===== config.mk =====
export PLATFORM = sky130hd
export DESIGN_NAME = mem_stage_lsu_flat
export DESIGN_NICKNAME = d
export VERILOG_FILES = /design/src/rtl/mem_stage_lsu_if.sv /design/src/rtl/mem_stage_lsu.sv /design/src/flat_wrapper.sv
export SDC_FILE = /design/constraint.sdc
export NUM_CORES = 1
export LEC_CHECK = 0
export ABC_AREA = 1
export CORE_MARGIN = 2
export CORE_UTILIZATION = 35
export CTS_BUF_LIST = sky130_fd_sc_hd__clkbuf_16
export DETAILED_ROUTE_END_ITERATION = 8
export GPL_ROUTABILITY_DRIVEN = 0
export GPL_TIMING_DRIVEN = 0
export PLACE_DENSITY_LB_ADDON = 0.1
export SYNTH_ARGS = -nofsm -noshare
export SYNTH_HDL_FRONTEND = slang
export SYNTH_SLANG_ARGS = --single-unit

===== constraint.sdc =====
create_clock -name clk -period 2.89 [get_ports clk]
set_clock_uncertainty 0.1 [all_clocks]
set_input_delay 0.7225 -clock clk [delete_from_list [all_inputs] [get_ports clk]]
set_output_delay 0.7225 -clock clk [all_outputs]
set_load 0.02 [all_outputs]

===== src/rtl/mem_stage_lsu_if.sv =====
// Data-memory bus between the MEM-stage LSU and a synchronous
// byte-lane RAM; read data returns the cycle after re.
//   addr  : word address          we/be/wdata : write strobe, lanes, data
//   re    : read strobe           rdata       : read data (next cycle)
interface mem_stage_lsu_if #(
  parameter int ADDR_W = 10
);
  logic [ADDR_W-1:0] addr;
  logic              we;
  logic [3:0]        be;
  logic [31:0]       wdata;
  logic              re;
  logic [31:0]       rdata;

  modport master (
    output addr, we, be, wdata, re,
    input  rdata
  );

  modport slave (
    input  addr, we, be, wdata, re,
    output rdata
  );
endinterface


===== src/rtl/mem_stage_lsu.sv =====
// MEM-stage load/store unit: store lane steering, two-cycle loads
// with sign/zero extension, misalign/illegal drop, event counters.
//   clk, rst            : clock, synchronous active-high reset
//   in_valid..rd_in     : EX/MEM request (op, size, address, data, rd)
//   stall               : freeze front of pipe during load issue
//   out_valid/rdata/rd  : MEM/WB load result
//   misalign            : pulse when a bad request is dropped
//   dmem                : data-memory bus (master side)
//   store_cnt, load_cnt : wrapping committed-op counters
module mem_stage_lsu #(
  parameter int ADDR_W = 10,
  parameter int CNT_W  = 16
) (
  input  logic             clk,
  input  logic             rst,
  input  logic             in_valid,
  input  logic             mem_read,
  input  logic             mem_write,
  input  logic [1:0]       size,
  input  logic             is_unsigned,
  input  logic [31:0]      addr,
  input  logic [31:0]      wdata,
  input  logic [4:0]       rd_in,
  output logic             stall,
  output logic             out_valid,
  output logic [31:0]      out_rdata,
  output logic [4:0]       out_rd,
  output logic             misalign,
  mem_stage_lsu_if.master  dmem,
  output logic [CNT_W-1:0] store_cnt,
  output logic [CNT_W-1:0] load_cnt
);

  typedef enum logic {
    IDLE,
    LOAD_WAIT
  } state_t;

  state_t     state;
  logic [1:0] off_q;
  logic [1:0] size_q;
  logic       uns_q;
  logic [4:0] rd_q;

  logic op;
  logic mis;
  logic bad;
  logic idle;
  logic st_go;
  logic ld_go;

  logic [3:0]  be_c;
  logic [31:0] wd_c;
  logic [7:0]  byte_v;
  logic [15:0] half_v;
  logic [31:0] ext;

  // upper address bits select nothing inside this memory
  logic unused_addr;
  assign unused_addr = ^addr[31:ADDR_W+2];

  assign op  = in_valid & (mem_read | mem_write);
  assign mis = ((size == 2'b01) & addr[0]) |
               ((size == 2'b10) & (|addr[1:0]));
  assign bad = op & ((mem_read & mem_write) |
                     (size == 2'b11) | mis);

  // a request is only acted on in IDLE; LOAD_WAIT sees the
  // held load again and must not re-issue it
  assign idle  = (state == IDLE) & ~rst;
  assign st_go = idle & op & ~bad & mem_write;
  assign ld_go = idle & op & ~bad & mem_read;

  assign stall    = ld_go;
  assign misalign = idle & bad;

  always_comb begin
    be_c = '0;
    wd_c = '0;
    if (st_go) begin
      unique case (1'b1)
        size == 2'b00: begin
          be_c = 4'b0001 << addr[1:0];
          wd_c = {4{wdata[7:0]}};
        end
        size == 2'b01: begin
          be_c = addr[1] ? 4'b1100 : 4'b0011;
          wd_c = {2{wdata[15:0]}};
        end
        default: begin
          be_c = 4'b1111;
          wd_c = wdata;
        end
      endcase
    end
  end

  assign dmem.we    = st_go;
  assign dmem.re    = ld_go;
  assign dmem.be    = be_c;
  assign dmem.wdata = wd_c;
  assign dmem.addr  = (st_go | ld_go) ?
                      addr[ADDR_W+1:2] : '0;

  always_comb begin
    byte_v = dmem.rdata[7:0];
    unique case (off_q)
      2'd0: byte_v = dmem.rdata[7:0];
      2'd1: byte_v = dmem.rdata[15:8];
      2'd2: byte_v = dmem.rdata[23:16];
      default: byte_v = dmem.rdata[31:24];
    endcase
    half_v = off_q[1] ? dmem.rdata[31:16]
                      : dmem.rdata[15:0];
    unique case (size_q)
      2'b00: ext = {{24{~uns_q & byte_v[7]}}, byte_v};
      2'b01: ext = {{16{~uns_q & half_v[15]}}, half_v};
      default: ext = dmem.rdata;
    endcase
  end

  always_ff @(posedge clk) begin
    if (rst) begin
      state     <= IDLE;
      out_valid <= 1'b0;
      out_rdata <= '0;
      out_rd    <= '0;
      off_q     <= '0;
      size_q    <= '0;
      uns_q     <= 1'b0;
      rd_q      <= '0;
      store_cnt <= '0;
      load_cnt  <= '0;
    end else begin
      out_valid <= 1'b0;
      if (st_go)
        store_cnt <= store_cnt + CNT_W'(1);
      unique case (state)
        IDLE: begin
          if (ld_go) begin
            off_q  <= addr[1:0];
            size_q <= size;
            uns_q  <= is_unsigned;
            rd_q   <= rd_in;
            state  <= LOAD_WAIT;
          end
        end
        default: begin
          out_rdata <= ext;
          out_rd    <= rd_q;
          out_valid <= 1'b1;
          load_cnt  <= load_cnt + CNT_W'(1);
          state     <= IDLE;
        end
      endcase
    end
  end

endmodule


===== src/flat_wrapper.sv =====
// flat-port wrapper written by rule: the top's interface ports become plain ports
module mem_stage_lsu_flat 
#(
  parameter int ADDR_W = 10,
  parameter int CNT_W  = 16
)
  (clk, rst, in_valid, mem_read, mem_write, size, is_unsigned, addr, wdata, rd_in, stall, out_valid, out_rdata, out_rd, misalign, store_cnt, load_cnt, dmem_addr, dmem_we, dmem_be, dmem_wdata, dmem_re, dmem_rdata);
  mem_stage_lsu_if #(.ADDR_W(ADDR_W)) dmem_i ();
  input  logic clk;
  input  logic rst;
  input  logic in_valid;
  input  logic mem_read;
  input  logic mem_write;
  input  logic [1:0] size;
  input  logic is_unsigned;
  input  logic [31:0] addr;
  input  logic [31:0] wdata;
  input  logic [4:0] rd_in;
  output logic stall;
  output logic out_valid;
  output logic [31:0] out_rdata;
  output logic [4:0] out_rd;
  output logic misalign;
  output logic [CNT_W-1:0] store_cnt;
  output logic [CNT_W-1:0] load_cnt;
  output wire logic [$bits(dmem_i.addr)-1:0] dmem_addr;
  output wire logic [$bits(dmem_i.we)-1:0] dmem_we;
  output wire logic [$bits(dmem_i.be)-1:0] dmem_be;
  output wire logic [$bits(dmem_i.wdata)-1:0] dmem_wdata;
  output wire logic [$bits(dmem_i.re)-1:0] dmem_re;
  input wire logic [$bits(dmem_i.rdata)-1:0] dmem_rdata;
  assign dmem_addr = dmem_i.addr;
  assign dmem_we = dmem_i.we;
  assign dmem_be = dmem_i.be;
  assign dmem_wdata = dmem_i.wdata;
  assign dmem_re = dmem_i.re;
  assign dmem_i.rdata = dmem_rdata;
  mem_stage_lsu #(.ADDR_W(ADDR_W), .CNT_W(CNT_W)) u_core (.clk(clk), .rst(rst), .in_valid(in_valid), .mem_read(mem_read), .mem_write(mem_write), .size(size), .is_unsigned(is_unsigned), .addr(addr), .wdata(wdata), .rd_in(rd_in), .stall(stall), .out_valid(out_valid), .out_rdata(out_rdata), .out_rd(out_rd), .misalign(misalign), .dmem(dmem_i), .store_cnt(store_cnt), .load_cnt(load_cnt));
endmodule

==> run summary, run 1 <==
Finished Layout Cells: 1141
Worst Path Required: 2.07 ns
Htree depth: 3
Post-synthesis compound-gate area fraction: 13.6%
Global route overflow: 0
Lkg Pwr: 3.10 nW
DRC viols: 0
Ys Warns: 0
CP max stage cell: clkdlybuf4s15_2
Worst min-delay path class: register to register
Mapped Area: 4490 sq um
Largest family of logic cells by synthesized area: simple AND/OR/NAND/NOR gates
Net count after synthesis: 834
Worst setup EP type: output pin
CP delay by family, top: buffers and inverters
Avg Inst Size Synth: 6.21 sq um
Via Count: 5525
CTS buffer count: 9
Number of antenna violations at the first check in global routing: 1
Post-Route WL: 16100 microns
Pwr dens: 384 nW/um^2
Multi-input combinational cell area: 2520 sq um
1st-iter DRT viols: 314
WL/cell: 14.1 microns
Min Hold Slack: 0.351 ns
Initial Util: 35.7%
Cell taking the most area after synthesis: dfxtp_1
Die Height: 117 microns
CP Depth: 9
Fin crit share: 98.1%
Fill cells: 1301
Worst reg2reg path depth: 16
Post-synthesis adder-cell area fraction: 0.558%
Max_cap viols: 0
Top post-synthesis cells by area: dfxtp_1, nand2_1, nor2_1
RSZ-0062 raised after global routing: true
Setup violators final: 0
Placed cells: 1102
Core region area: 12600 sq um
Vias/cell: 4.84
Synthesized flop and latch total: 81
Crit path kind: primary input to output pin
Final core utilization: 57.0%
Max Clk Rate: 353 MHz
Post-synthesis mux area share: 0%
Ys async rst share: 0%
First-pass GRT wire length: 25300 microns
Min-Delay Path Depth: 2
Hpwl dp: 12100 microns
Status: completed
Yosys top cell area share: 36.1%
Buf+Inv Stages, Crit Path: 4
IO buf count: 207
Critical Path AT: 2.01 ns
Slew @ Worst Pin: 0.578 ns
Vias in the first global route: 5119
XOR/XNOR Fraction of Synth Area: 1.56%
Cells along the critical path: buf_2 -> nor2_4 -> nand2_2 -> nor2_4 -> nand3_4 -> nor2_1 -> buf_4 -> buf_4 -> clkdlybuf4s15_2
ANT nets after route: 0
Final hold violations: 0
Nets: 1074
Synthesis-to-layout area growth: 59.6%
Worst Path Max Fanout: 9
Seq/Total Area, Yosys: 36.1%
Dpl cell area: 6770 sq um
Max Root-Sink Buffers: 2
Maximum VDD drop: 0.271 mV
Simple logic cell fraction of the synthesized area: 39.6%
Largest net degree at the start of global routing: 16
CP peak stage delay: 0.25 ns
CTS tree: yes
Final instance area: 7160 sq um
Tmin final: 2.84 ns
Row count: 41
Die Wd: 117 microns
Clock sink total: 81
First-pass iteration count of the detailed router: 6
Final slew viol count: 0
Slew Limit Headroom: 61.5%
Main synth FF type: dfxtp_1
Worst-Skew Late Latency: 0.35 ns
Fraction of layout cells with a size suffix above 1: 12.7%
CP Launch Type: primary input
Gr usage total: 23.6%
Reg clk slew, reported paths: 0.06 ns
Register area: 1620 sq um
Post-synthesis cell count: 723
Netlist cell types: 33
Full die area: 13700 sq um
I/O Pins: 229
Clk root buf: clkbuf_16
Number of synthesized flops with an enable pin: 0
[layout make-up]
class	instances	area share, %
Multi-Input combinational cell	550	35.2
Timing Repair Buffer	229	29.4
Sequential cell	81	22.6
Clock buffer	9	3.15
Tap cell	172	3.01
Inverter	56	2.97
Buffer	36	2.53
Clock inverter	7	1.07
Antenna cell	1	0.0349
[per-layer routing]
metal | up-vias | GRT usage, % | wire, microns
met2 | 188 | 40.3 | 7700
met1 | 2492 | 28.8 | 6950
met3 | 27 | 5.15 | 1030
met5 | - | 0 | 0
met4 | 0 | 9.33 | 431
li1 | 2818 | - | -
[worst reg2reg max path, delay by kind of cell (launching register included)]
| family | cells | cell delay (ns) |
|---|---|---|
| flops | 1 | 0.47 |
| simple gates | 3 | 0.19 |
| buf+inv | 13 | 1.88 |
[final timing paths]
path	startpoint	to	slack, ns
worst max register to register	u_core.state	u_core.out_rdata[6]	0.16
worst min-delay path	u_core.out_rdata[26]	u_core.out_rdata[26]	0.35
worst max-delay path	rst	stall	0.05
worst min register to register	u_core.out_rdata[26]	u_core.out_rdata[26]	0.35
[logic make-up after synthesis]
logic type      count (synthesis)
compound gates                110
simple gates                  430
xor+xnor                        8
flops                          81
fa+ha+maj                       2
buf+inv                        92
[per-stage QoR]
| step | setup WS (ns) | total power, W | setup TNS (ns) |
|---|---|---|---|
| after floorplan | 0.204 | 0.00134 | 0 |
| after CTS | 0.000952 | 0.00277 | 0 |
| after detailed placement | -0.979 | 0.00156 | -42.40 |
| after global routing | -0.0172 | 0.00286 | -0.0355 |
| final | 0.0544 | 0.00275 | 0 |
| after global placement | -0.984 | 0.00157 | -42.01 |
[cell usage in the layout (no fill, tap or decap), types with 11 or more instances in the layout]
master	netlist	routed
dfxtp_1	81	81
nor2_1	106	104
clkdlybuf4s50_1	0	150
buf_2	13	33
o21ai_0	35	32
nand2_1	243	238
inv_1	52	50
nor3_1	14	14
buf_4	1	30
clkdlybuf4s15_2	0	14
nand3_1	46	46
dlygate4sd2_1	0	11
a21oi_1	45	44
clkbuf_1	18	15
[synthesized netlist by cell type, types with 3 or more instances]
cell type	n
nand2_1	243
nor2_1	106
dfxtp_1	81
inv_1	52
nand3_1	46
a21oi_1	45
o21ai_0	35
clkbuf_1	18
nor3_1	14
buf_2	13
nand4_1	9
o22ai_1	9
a22o_1	6
o211ai_1	6
xor2_1	6
o21ai_1	4
nand3b_1	3
nor2_2	3
[what timing repair did]
action | CTS | global route
gates cloned | 0 | 0
resized for setup | 173 | 35
setup buffers | 16 | 6
setup endpoints to repair | 50 | 69
endpoints found under the hold margin | 0 | 0
pin swaps | 11 | 6
hold buffers | 0 | 0
[report_power, final]
group | switching [W] | internal [W] | total, W
logic | 0.000216 | 0.000205 | 0.000421
clock network | 0.000514 | 0.000679 | 0.00119
registers | 0.00000807 | 0.00113 | 0.00114
total | 0.000738 | 0.00201 | 0.00275
[state kept, by name (all words and copies together), names as in the netlist]
name              count
u_core.out_rdata     32
u_core.load_cnt      16
u_core.store_cnt     16
u_core.out_rd         5
u_core.rd_q           5
u_core.off_q          2
u_core.size_q         2
u_core.out_valid      1
u_core.state          1
u_core.uns_q          1
Note: power is estimated with default switching activity, not from simulation.
==> inputs of run 2 (changes only) <==
SETUP_SLACK_MARGIN = 0.2   (was not set)
==> run 2 against run 1 <==
Critical path depth increased by 1. Combinational power is 4% higher. Global-route usage up 0.26 points. Final cell count increased by 0.18%. Sequential share of layout area decreased by 0.23 points. Sequential power hardly changed. Highest routed layer unchanged.
==> run summary, run 2 (same netlist as run 1, synthesis figures left out) <==
Worst min-delay path class: register to register
DRC viols: 0 (unchanged)
CTS buffer count: 9 (unchanged)
Slew @ Worst Pin: 0.564 ns (-0.0134 ns)
Buf+Inv Stages, Crit Path: 3 (-1)
Clock sink total: 81 (unchanged)
Fraction of layout cells with a size suffix above 1: 15.1% (+2.4 points)
Min Hold Slack: 0.351 ns (-0.0000380 ns)
Reg clk slew, reported paths: 0.06 ns (about the same)
First-pass GRT wire length: 25500 microns (+1.0%)
Setup violators final: 0 (unchanged)
Die Wd: 117 microns (unchanged)
Core region area: 12600 sq um (unchanged)
Status: completed
Post-Route WL: 16100 microns (about the same)
Max_cap viols: 0 (unchanged)
Worst setup EP type: output pin
Full die area: 13700 sq um (unchanged)
Clk root buf: clkbuf_16
Placed cells: 1102 (unchanged)
Critical Path AT: 1.88 ns (-0.13 ns)
Worst Path Max Fanout: 5 (-4)
Hpwl dp: 12100 microns (unchanged)
1st-iter DRT viols: 306 (-2.5%)
Global route overflow: 0 (unchanged)
Maximum VDD drop: 0.269 mV (-0.75%)
Worst Path Required: 2.07 ns (about the same)
Row count: 41 (unchanged)
Worst slack, placed: -0.979 ns (unchanged)
Pwr dens: 381 nW/um^2 (-0.77%)
Die Height: 117 microns (unchanged)
Gr usage total: 23.8% (+0.26 points)
Largest net degree at the start of global routing: 16 (unchanged)
IO buf count: 207 (unchanged)
Htree depth: 3 (unchanged)
CP peak stage delay: 0.17 ns (-0.08 ns)
Cells along the critical path: buf_8 -> nor2_4 -> nand2_2 -> nor2_4 -> nand3_4 -> nor2_4 -> buf_6 -> o21ai_4 -> nor2_1 -> buf_4
Most frequent CP cell: nor2_4
Number of antenna violations at the first check in global routing: 0 (-1)
Initial Util: 35.7% (unchanged)
CTS tree: yes
Finished Layout Cells: 1143 (+0.18%)
Largest registers: u_core.out_rdata (32), u_core.load_cnt (16), u_core.store_cnt (16)
First-pass iteration count of the detailed router: 5 (-1)
Most frequent cells in the layout: nand2_1, clkdlybuf4s50_1, nor2_1
ANT nets after route: 0 (unchanged)
Via Count: 5538 (+0.24%)
Tot Pwr: 0.00276 W (+0.46%)
Final hold violations: 0 (unchanged)
Max Root-Sink Buffers: 2 (unchanged)
Max Clk Rate: 370 MHz (+4.8%)
Fin crit share: 93.6% (-4.5 points)
Nets: 1077 (+0.28%)
Crit path kind: primary input to output pin
CP Launch Type: primary input
Vias/cell: 4.85 (about the same)
Vias in the first global route: 5216 (+1.9%)
WL/cell: 14.1 microns (-0.13%)
CP max stage cell: buf_6
I/O Pins: 229 (unchanged)
Commonest non-fill, non-tap cell in the layout: nand2_1
Max FFs per register: 32 (unchanged)
# diodes: 0 (-1)
Final slew viol count: 0 (unchanged)
Tmin final: 2.71 ns (-0.130 ns)
Biggest register: u_core.out_rdata
Slew Limit Headroom: 62.4% (+0.89 points)
Lkg Pwr: 3.14 nW (+1.2%)
Setup WS post-layout: 0.184 ns (+0.130 ns)
RSZ-0062 raised after global routing: true
CP delay by family, top: simple AND/OR/NAND/NOR gates
Setup_tns: 0 ns (unchanged)
Synthesis-to-layout area growth: 61.6%
Worst-Skew Late Latency: 0.34 ns (about the same)
## run 2: layer usage
metal  wire (microns)  track usage (%)
met5                0                0
met4              404             9.73
met3             1090             5.41
met2             7730             41.1
met1             6890             28.5
## run 2: through the flow
step	util [%]	area, sq um
after floorplan	-	4490
after global placement	53.9	6770
after detailed placement	53.9	6770
after CTS	56.8	7140
after global routing	57.7	7250
final	57.7	7250
## run 2: worst paths after layout
kind	to	cells after the start	slack [ns]	from
setup reg to reg	u_core.out_rdata[6]	16	0.34	u_core.state
hold reg to reg	u_core.out_rdata[26]	2	0.35	u_core.out_rdata[26]
setup / recovery	dmem_wdata[30]	10	0.18	rst
hold / removal	u_core.out_rdata[26]	2	0.35	u_core.out_rdata[26]
## run 2: repair_timing
action | 4_1_cts | 5_1_grt
hold buffers | 0 | 0
buffers inserted | 23 | 2
setup endpoints to repair | 50 | 75
cloned | 0 | 0
resized for setup | 254 | 55
pin swaps | 12 | 14
## run 2: layout make-up
cell class / count / area, sq um
fill: 1279 / 5320
inverter: 56 / 215
sequential: 81 / 1630
multi-input combinational: 550 / 2580
buffer: 36 / 198
timing repair buffer: 232 / 2110
clock buffer: 9 / 225
clock inverter: 7 / 76.3
tap: 172 / 215
## run 2: tightest hold or removal path, delay by kind of cell (launching register included)
kind | cells | cell delay, ns
DFF | 1 | 0.31
and+or+nand+nor | 2 | 0.10
## run 2: power breakdown
group | internal (W) | switching [W] | leakage [nW]
Clock | 0.000679 | 0.000511 | 0.148
Sequential | 0.00113 | 0.00000813 | 0.654
Combinational | 0.000215 | 0.000223 | 2.33
Total | 0.00202 | 0.000742 | 3.14
==> inputs of run 3 (changes only) <==
clock period = 2.74 ns   (was 2.89 ns; I/O delays follow)
==> run 3 against run 2 <==
Largest power group unchanged. Via count increased by 0.14%. Setup slack got worse by 0.068 ns. Routed wire length increased by 0.85%.
==> run summary, run 3 (same netlist as run 1, synthesis figures left out) <==
Largest net degree at the start of global routing: 16 (unchanged)
Pwr dens: 397 nW/um^2 (+4.2%)
Gr usage total: 24.1% (+0.24 points)
CTS buffer count: 9 (unchanged)
Most frequent cells in the layout: nand2_1, clkdlybuf4s50_1, nor2_1
Worst setup EP type: output pin
Worst-Skew Late Latency: 0.34 ns (about the same)
Vias in the first global route: 5240 (+0.46%)
Min Hold Slack: 0.349 ns (-0.00193 ns)
Worst Path Required: 1.96 ns (-0.11 ns)
Final hold violations: 0 (unchanged)
Commonest non-fill, non-tap cell in the layout: nand2_1
Slew @ Worst Pin: 0.565 ns (+0.00115 ns)
Hpwl dp: 12100 microns (unchanged)
Critical Path AT: 1.84 ns (-0.04 ns)
Largest registers: u_core.out_rdata (32), u_core.load_cnt (16), u_core.store_cnt (16)
Tmin final: 2.62 ns
Biggest register: u_core.out_rdata
RSZ-0062 raised after global routing: true
Core region area: 12600 sq um (unchanged)
I/O Pins: 229 (unchanged)
First-pass GRT wire length: 25800 microns (+0.92%)
Tot Pwr: 0.00292 W (+5.8%)
Initial Util: 35.7% (unchanged)
Min-Delay Path Depth: 2 (unchanged)
Worst min-delay path class: register to register
Die Height: 117 microns (unchanged)
Full die area: 13700 sq um (unchanged)
Max Clk Rate: 381 MHz
Fraction of layout cells with a size suffix above 1: 15.8% (+0.67 points)
Final slew viol count: 0 (unchanged)
Clock sink total: 81 (unchanged)
Fin crit share: 95.8%
Post-Route WL: 16300 microns (+0.85%)
ANT nets after route: 0 (unchanged)
Clk root buf: clkbuf_16
CP Launch Type: primary input
DRC viols: 0 (unchanged)
First-pass iteration count of the detailed router: 5 (unchanged)
Htree depth: 3 (unchanged)
Vias/cell: 4.84 (-0.12%)
Number of antenna violations at the first check in global routing: 0 (unchanged)
Row count: 41 (unchanged)
Max FFs per register: 32 (unchanged)
Reg clk slew, reported paths: 0.06 ns (about the same)
Post-CTS Hold Fix Bufs: 0 (unchanged)
Via Count: 5546 (+0.14%)
Register area: 1630 sq um (unchanged)
Multi-input combinational cell area: 2610 sq um (+1.1%)
Setup violators final: 0 (unchanged)
Maximum VDD drop: 0.280 mV (+4.5%)
Worst reg2reg path depth: 16 (unchanged)
Fill cells: 1263 (-1.3%)
CTS tree: yes
Status: completed
Max_cap viols: 0 (unchanged)
Lkg Pwr: 3.22 nW (+2.5%)
WL/cell: 14.2 microns (+0.59%)
Global route overflow: 0 (unchanged)
Synthesis-to-layout area growth: 64.1%
# diodes: 0 (unchanged)
Die Wd: 117 microns (unchanged)
IO buf count: 207 (unchanged)
1st-iter DRT viols: 349 (+14%)
Worst Path Max Fanout: 5 (unchanged)
Crit path kind: primary input to output pin
Nets: 1080 (+0.28%)
Max Root-Sink Buffers: 2 (unchanged)
Slew Limit Headroom: 62.3% (-0.076 points)
Setup_tns: 0 ns (unchanged)
run 3: changes by cell type in the layout (fill, tap and decap cells not counted), moves of 2 or more:
cell	previous run	this run
buf_4	49	60
dlymetal6s2s_1	0	4
nand2_2	5	3
buf_6	9	17
nor2_1	101	97
clkdlybuf4s50_1	150	146
nor2_2	6	10
buf_2	30	21
clkbuf_4	3	1
clkdlybuf4s15_2	4	0
run 3: final timing paths:
path	startpoint	endpoint	slack, ns
setup / recovery	rst	dmem_we	0.12
hold / removal	u_core.out_rdata[26]	u_core.out_rdata[26]	0.35
setup reg to reg	u_core.state	u_core.out_rdata[6]	0.31
hold reg to reg	u_core.out_rdata[26]	u_core.out_rdata[26]	0.35
run 3: repair_timing:
item / in CTS / in global routing
buffers inserted: 22 / 4
endpoints found under the setup margin: 50 / 88
cloned: 1 / 1
pin swaps: 14 / 16
resized for setup: 276 / 80
run 3: metal layers:
metal / GRT usage, % / vias to the layer above / wire (microns)
met5: 0 / - / 0
met4: 9.96 / 0 / 414
met3: 5.61 / 30 / 1130
met2: 41.3 / 186 / 7800
met1: 28.8 / 2497 / 6910
li1: - / 2833 / -
run 3: through the flow:
step	cell area [sq um]	setup WS, ns	cells	utilization [%]
final	7360	0.116	1146	58.6
after global routing	7360	0.0164	1146	58.6
after CTS	7230	0.0162	1141	57.6
after detailed placement	6770	-1.05	1102	53.9
after global placement	6770	-1.06	1102	53.9
after floorplan	4490	0.129	723	-
run 3: final cells by class:
| type | count | area share [%] |
|---|---|---|
| Buffer | 36 | 2.96 |
| Clock buffer | 9 | 3.06 |
| Clock inverter | 7 | 1.04 |
| Inverter | 56 | 3.03 |
| Multi-Input combinational cell | 550 | 35.4 |
| Sequential cell | 81 | 22.1 |
| Tap cell | 172 | 2.92 |
| Timing Repair Buffer | 235 | 29.5 |
run 3: power breakdown:
group          leakage, nW  total [W]  internal (W)  switching, W
clock                0.148    0.00125      0.000716      0.000535
combinational         2.41   0.000474      0.000233      0.000241
sequential           0.654    0.00120       0.00119    0.00000826
total                 3.22    0.00292       0.00214      0.000785
run 3: worst max-delay path, cell delays in order:
cell and delay [ns]:
buf_8 0.10, nor2_4 0.11, nand2_4 0.07, nor2_4 0.11, nand3_4 0.11, nor2_4 0.15, buf_6 0.11, buf_6 0.08
buf_6 0.09, buf_8 0.10, buf_6 0.11
